`src/rtl/bp_perf_pkg.sv`:
```
// Shared types and defaults for the branch-predictor performance monitor.
package bp_perf_pkg;

  localparam int unsigned CNT_W_DEFAULT     = 32;
  localparam logic [31:0] HALT_INSN_DEFAULT = 32'h0000_006F;

  typedef enum logic [1:0] {PM_IDLE, PM_RUN, PM_DONE} pm_state_e;

  // Snapshot payload at the default counter width
  typedef struct packed {
    logic [CNT_W_DEFAULT-1:0] branches;
    logic [CNT_W_DEFAULT-1:0] misses;
    logic [CNT_W_DEFAULT-1:0] cycles;
    logic [CNT_W_DEFAULT-1:0] orphan;
  } snapshot_t;

endpackage

```
`src/rtl/bp_perf_monitor_sat_counter.sv`:
```
// Saturating up-counter with synchronous clear; exposes the post-update value
// so a snapshot can include this cycle's increment.
module bp_sat_counter #(
  parameter int unsigned CNT_W = 32
) (
  input  logic             clk_i,
  input  logic             clr_i,
  input  logic             inc_i,
  output logic [CNT_W-1:0] value_c,
  output logic             sat_c
);

  localparam logic [CNT_W-1:0] MAX     = '1;
  localparam logic [CNT_W-1:0] SAT_PRE = MAX - CNT_W'(1);

  logic [CNT_W-1:0] count_q;

  // sat_c flags the increment that lands on all-ones
  always_comb begin
    value_c = count_q;
    sat_c   = 1'b0;
    if (clr_i) begin
      value_c = '0;
    end else if (inc_i && (count_q != MAX)) begin
      value_c = count_q + CNT_W'(1);
      sat_c   = (count_q == SAT_PRE);
    end
  end

  always_ff @(posedge clk_i) begin
    count_q <= value_c;
  end

endmodule

```
`src/rtl/bp_perf_monitor.sv`:
```
// Branch/mispredict/cycle counters with halt detection and a valid/ready
// snapshot port. Define BP_PERF_STREAK_EN to add the max miss-streak field.
module bp_perf_monitor
  import bp_perf_pkg::*;
#(
  parameter int unsigned CNT_W     = CNT_W_DEFAULT,
  parameter logic [31:0] HALT_INSN = HALT_INSN_DEFAULT,
  parameter int unsigned HALT_CNT  = 8
) (
  input  logic             clk_i,
  input  logic             rst_i,
  input  logic             br_instr_i,
  input  logic             br_miss_i,
  input  logic [31:0]      instr_i,
  input  logic             snap_req_i,
  output logic             snap_valid_o,
  input  logic             snap_ready_i,
  output logic [CNT_W-1:0] snap_branches_o,
  output logic [CNT_W-1:0] snap_misses_o,
  output logic [CNT_W-1:0] snap_cycles_o,
  output logic [CNT_W-1:0] snap_orphan_o,
`ifdef BP_PERF_STREAK_EN
  output logic [CNT_W-1:0] snap_max_streak_o,
`endif
  output logic             done_o,
  output logic             overflow_o
);

  localparam int unsigned     HALT_W   = $clog2(HALT_CNT + 1);
  localparam logic [HALT_W-1:0] HALT_MAX = HALT_W'(HALT_CNT);

  typedef struct packed {
    logic [CNT_W-1:0] branches;
    logic [CNT_W-1:0] misses;
    logic [CNT_W-1:0] cycles;
    logic [CNT_W-1:0] orphan;
  } snap_w_t;

  pm_state_e         state_q, state_d;
  logic [HALT_W-1:0] halt_run_q, halt_run_d;
  logic              run_c, to_done_c, accept_c;
  logic              inc_cyc_c, inc_br_c, inc_miss_c, inc_orph_c;
  logic              sat_cyc_c, sat_br_c, sat_miss_c, sat_orph_c, sat_any_c;
  logic [CNT_W-1:0]  cyc_c, br_c, miss_c, orph_c;
  logic              snap_valid_q, final_pend_q, done_q, overflow_q;
  snap_w_t           snap_q, snap_d;

  // Next state, halt-run tracking and capture arbitration
  always_comb begin
    state_d    = state_q;
    run_c      = 1'b0;
    to_done_c  = 1'b0;
    halt_run_d = '0;
    if (instr_i == HALT_INSN) begin
      halt_run_d = (halt_run_q == HALT_MAX) ? halt_run_q : halt_run_q + HALT_W'(1);
    end
    case (state_q)
      PM_IDLE: begin
        if (instr_i != '0) begin
          state_d = PM_RUN;
          run_c   = 1'b1;
        end
      end
      PM_RUN: begin
        run_c = 1'b1;
        if (halt_run_d == HALT_MAX) begin
          state_d   = PM_DONE;
          to_done_c = 1'b1;
        end
      end
      PM_DONE: begin
      end
      default: state_d = PM_IDLE;
    endcase
    accept_c = (state_q != PM_IDLE) && (snap_req_i || to_done_c || final_pend_q) &&
               (!snap_valid_q || snap_ready_i);
  end

  assign inc_cyc_c  = run_c;
  assign inc_br_c   = run_c & br_instr_i;
  assign inc_miss_c = run_c & br_instr_i & br_miss_i;
  assign inc_orph_c = run_c & br_miss_i & ~br_instr_i;

  bp_sat_counter #(.CNT_W(CNT_W)) u_cycles (
    .clk_i(clk_i), .clr_i(rst_i), .inc_i(inc_cyc_c), .value_c(cyc_c), .sat_c(sat_cyc_c)
  );
  bp_sat_counter #(.CNT_W(CNT_W)) u_branches (
    .clk_i(clk_i), .clr_i(rst_i), .inc_i(inc_br_c), .value_c(br_c), .sat_c(sat_br_c)
  );
  bp_sat_counter #(.CNT_W(CNT_W)) u_misses (
    .clk_i(clk_i), .clr_i(rst_i), .inc_i(inc_miss_c), .value_c(miss_c), .sat_c(sat_miss_c)
  );
  bp_sat_counter #(.CNT_W(CNT_W)) u_orphan (
    .clk_i(clk_i), .clr_i(rst_i), .inc_i(inc_orph_c), .value_c(orph_c), .sat_c(sat_orph_c)
  );

  always_comb begin
    snap_d          = '0;
    snap_d.branches = br_c;
    snap_d.misses   = miss_c;
    snap_d.cycles   = cyc_c;
    snap_d.orphan   = orph_c;
  end

`ifdef BP_PERF_STREAK_EN
  logic             streak_sat_c;
  logic [CNT_W-1:0] streak_c, max_q, max_d, max_snap_q;

  // A correctly predicted branch ends the current miss streak
  bp_sat_counter #(.CNT_W(CNT_W)) u_streak (
    .clk_i(clk_i), .clr_i(rst_i | (run_c & br_instr_i & ~br_miss_i)),
    .inc_i(inc_miss_c), .value_c(streak_c), .sat_c(streak_sat_c)
  );

  always_comb begin
    max_d = max_q;
    if (run_c && (streak_c > max_q)) max_d = streak_c;
  end

  always_ff @(posedge clk_i) begin
    if (rst_i) begin
      max_q      <= '0;
      max_snap_q <= '0;
    end else begin
      max_q <= max_d;
      if (accept_c) max_snap_q <= max_d;
    end
  end

  assign snap_max_streak_o = max_snap_q;
  assign sat_any_c = sat_cyc_c | sat_br_c | sat_miss_c | sat_orph_c | streak_sat_c;
`else
  assign sat_any_c = sat_cyc_c | sat_br_c | sat_miss_c | sat_orph_c;
`endif

  // A blocked end-of-run capture stays pending until the handshake allows it
  always_ff @(posedge clk_i) begin
    if (rst_i) begin
      state_q      <= PM_IDLE;
      halt_run_q   <= '0;
      snap_valid_q <= 1'b0;
      final_pend_q <= 1'b0;
      done_q       <= 1'b0;
      overflow_q   <= 1'b0;
      snap_q       <= '0;
    end else begin
      state_q      <= state_d;
      halt_run_q   <= halt_run_d;
      final_pend_q <= (to_done_c || final_pend_q) && !accept_c;
      done_q       <= (state_d == PM_DONE);
      overflow_q   <= overflow_q | sat_any_c;
      if (accept_c) begin
        snap_valid_q <= 1'b1;
        snap_q       <= snap_d;
      end else if (snap_ready_i) begin
        snap_valid_q <= 1'b0;
      end
    end
  end

  assign snap_valid_o    = snap_valid_q;
  assign snap_branches_o = snap_q.branches;
  assign snap_misses_o   = snap_q.misses;
  assign snap_cycles_o   = snap_q.cycles;
  assign snap_orphan_o   = snap_q.orphan;
  assign done_o          = done_q;
  assign overflow_o      = overflow_q;

endmodule

```
`config.mk`:
```
export PLATFORM = sky130hd
export DESIGN_NAME = bp_perf_monitor
export DESIGN_NICKNAME = d
export VERILOG_FILES = /design/src/rtl/bp_perf_pkg.sv /design/src/rtl/bp_perf_monitor_sat_counter.sv /design/src/rtl/bp_perf_monitor.sv
export SDC_FILE = /design/constraint.sdc
export NUM_CORES = 1
export LEC_CHECK = 0
export CAP_MARGIN = 30
export CELL_PAD_IN_SITES_DETAIL_PLACEMENT = 1
export CELL_PAD_IN_SITES_GLOBAL_PLACEMENT = 1
export CORE_MARGIN = 2
export CORE_UTILIZATION = 51
export CTS_CLUSTER_DIAMETER = 200
export DETAILED_ROUTE_END_ITERATION = 7
export DONT_BUFFER_PORTS = 1
export GPL_ROUTABILITY_DRIVEN = 0
export PLACE_DENSITY = 0.9
export SLEW_MARGIN = 20
export SYNTH_ARGS = -nofsm -noshare
export SYNTH_HDL_FRONTEND = slang
export SYNTH_SLANG_ARGS = --single-unit
```
`constraint.sdc`:
```
create_clock -name clk_i -period 9.2 [get_ports clk_i]
set_input_delay 1.84 -clock clk_i [delete_from_list [all_inputs] [get_ports clk_i]]
set_output_delay 1.84 -clock clk_i [all_outputs]
set_load 0.1 [all_outputs]
```
==> flow_summary.toml <==
[synth]
yosysSeqAreaShare = 0.467
synthAdderAreaFrac = 0.0110
synthCells = 1302
ys_ff_latch = 266
yosysWarnings = 0
synthArstFlopShare = 0
synth_mux_area_frac = 0.000877
ys.flop_type = "dfxtp_1"
synth_cell_types = 46
synth_area_per_cell_um2 = 8.77
synthSimpleGateAreaFrac = 0.222
synthXorXnorAreaFrac = 0.0875
synth_top_family_by_area = "simple AND/OR/NAND/NOR gates"
synth-edff-count = 0
synth_area_um2 = 11400
synth_compound_area_frac = 0.172
synth_fp_nets = 1350

[final_layout]
layout-drive-gt1-share = 0.0703
regArea_um2 = 5330
multi_input_area_um2 = 5670
fill_cells = 2488
final_util = 0.591
nNetsFinal = 1324
area_delta_synth_final_pct = 13.4

[worst_setup_path]
path_class = "in -> reg"
worstPathArrival_ns = 5.48
r2r_end = "snap_branches_o[1]"
r2r_start = "halt_run_q[0]"
cp_data_required_time_ns = 9.64
rrSetupSlack_ns = 5.64
timing.critical_path.from = "instr_i[8]"
rr_worst_depth = 10
worst_setup_path_start_kind = "primary input"
crit_path_end_kind = "flop"
path_max_fanout = 64

[clocking]
cts_max_path_buffers = 3
clock-sinks = 266
cts_tree = "yes"
post_cts_buffers = 0
ctsHoldBuffers = 0
cts.clk_slew.worst_paths_ns = 0.06
numCtsBuffers = 29
cts_resized = 0
cts_max_level = 1
clkLatencyLatePin_ns = 0.55
cts_root_buf = "clkbuf_16"

[placed_design]
io_buffers = 0
hpwl_um = 21200

[die]
start_util = 0.521
die_area_um2 = 23600
io_pins = 169
core_um2 = 21900
fp.dieH_um = 154
die_w_um = 154
num_rows = 54

[worst_hold_path]
worstHoldPathType = "reg -> reg"
hold_depth = 2
hold_end = "u_branches.count_q[25]"
min_from = "u_branches.count_q[25]"

[power]
p_per_area_nw_per_um2 = 217
power.total_uw = 2810
leakagePower_uw = 0.00415
vdd_drop_max_v = 0.000148

[timing]
tightest_slew_ns = 1.04
tns_ns = 0
rsz0062_at_grt = "false"
min_period_ns = 5.04
slew_headroom = 0.304
hold_viol = 0
min_period_over_period = 0.548
fmax_mhz = 198
skew_ns = 0.0124
finalMaxSlewViolations = 0
setup_viol = 0

[global_route]
grt_max_degree = 259
grt.total_usage = 0.272
grt_overflow = 0
grt_pass1_vias = 10300
antenna_found_initial = 1
grt_pass1_wl_um = 53900

[drt]
routedWlPerCell_um = 21.3
ant_nets = 0
wl_um = 33600
num_vias = 10000
drt_iter0_markers = 600
first_pass_iters = 5
remaining_drc_errors = 0
viasPerCell = 6.35

[status]
status = "completed"

[job]
max_cap_viol_count = 0
layout by cell type (no fill, tap or decap), types with 3 or more instances in the layout:
| master | instances |
|---|---|
| dfxtp_1 | 266 |
| nor2_1 | 147 |
| a21oi_1 | 144 |
| a211oi_1 | 119 |
| xnor2_1 | 79 |
| nand2_1 | 60 |
| nand4_1 | 52 |
| nor4_1 | 51 |
| nand3_1 | 48 |
| nor3_1 | 40 |
| xor2_1 | 35 |
| clkbuf_16 | 29 |
| inv_1 | 23 |
| and3_1 | 15 |
| or4_1 | 15 |
| buf_16 | 15 |
| and4_1 | 12 |
| or3_1 | 10 |
| ha_1 | 10 |
| buf_4 | 10 |
| a311oi_1 | 9 |
| o31ai_1 | 7 |
| clkinv_2 | 7 |
| or2_2 | 6 |
| o21ai_0 | 6 |
| buf_1 | 6 |
| and2_1 | 5 |
| nand2b_1 | 5 |
| nor3b_1 | 5 |
| nor4b_1 | 5 |
| nand4b_1 | 5 |
| o22a_1 | 5 |
| clkbuf_8 | 5 |
| clkbuf_1 | 5 |
| a31oi_1 | 4 |
| bufinv_16 | 4 |
| clkinv_4 | 4 |
| a31o_2 | 3 |
final cells by class:
type,instances,share of cell area
multi-input cells,921,0.438
inverters,23,0.00667
clock buffers,35,0.0617
flip-flops and latches,266,0.411
repair buffers,35,0.0406
diodes,1,0.000193
clock inverters,15,0.0147
well taps,280,0.0271
kinds of logic after synthesis:
family / count (synthesis)
AND/OR/NAND/NOR: 490
AO/OA/AOI/OAI: 306
flip-flops: 266
buffers and inverters: 115
XOR/XNOR: 114
adder cells (fa/ha/maj): 10
multiplexers: 1
stage by stage:
stage                     hold slack [ns]  setup slack (ns)  instances  area (um2)
after global placement              0.495              3.71       1500       11500
after detailed placement            0.501              3.62       1515       11800
final                               0.520              4.16       1576       12900
after floorplan                     0.441              4.97       1302       11400
after global routing                0.550              3.80       1575       12900
after CTS                           0.513              4.15       1565       12800
flip-flops by register name, indices dropped and copies added (netlist names):
signal	flops
done_o	1
overflow_o	1
u_branches.count_q	32
snap_valid_o	1
final_pend_q	1
u_misses.count_q	32
snap_branches_o	32
u_orphan.count_q	32
snap_misses_o	32
snap_orphan_o	32
halt_run_q	4
u_cycles.count_q	32
state_q	2
snap_cycles_o	32
report_power, final:
group | total (uW) | internal (uW) | switching [uW]
registers | 1450 | 1190 | 256
clock network | 1200 | 726 | 474
logic | 162 | 61.6 | 100
critical path, cell delays in order:
cell,delay [ns]
nor4_1,0.34
nand4_1,0.30
or4_1,0.73
o41ai_4,0.39
buf_4,0.60
buf_4,0.69
a21oi_1,0.31
o22a_1,0.24
synth_stat cells, types with 35 or more instances:
cell / number / area, um2
nand2_1: 60 / 225
dfxtp_1: 266 / 5330
xnor2_1: 79 / 692
a211oi_1: 119 / 893
nor3_1: 41 / 205
nor2_1: 147 / 552
nand3_1: 48 / 240
nor4_1: 52 / 325
a21oi_1: 144 / 721
clkbuf_1: 71 / 267
nand4_1: 52 / 325
xor2_1: 35 / 307
how the worst max path moves through the flow:
stage                          to  slack, ns  cells past startpoint
5_1_grt        snap_branches_o[1]       3.80                      8
6_report       snap_branches_o[1]       4.16                      8
4_1_cts        snap_branches_o[1]       4.15                      8
2_1_floorplan  snap_branches_o[0]       4.97                      8
3_3_place_gp    snap_misses_o[14]       3.71                      8
3_5_place_dp   snap_branches_o[1]       3.62                      8
metal layers:
layer / share of wire / up-vias / GRT usage
li1: - / 4713 / -
met1: 0.42 / 4969 / 0.343
met2: 0.49 / 270 / 0.470
met3: 0.056 / 61 / 0.0524
met4: 0.028 / 0 / 0.0856
met5: 0 / - / 0
(Power assumes the default switching activity.)
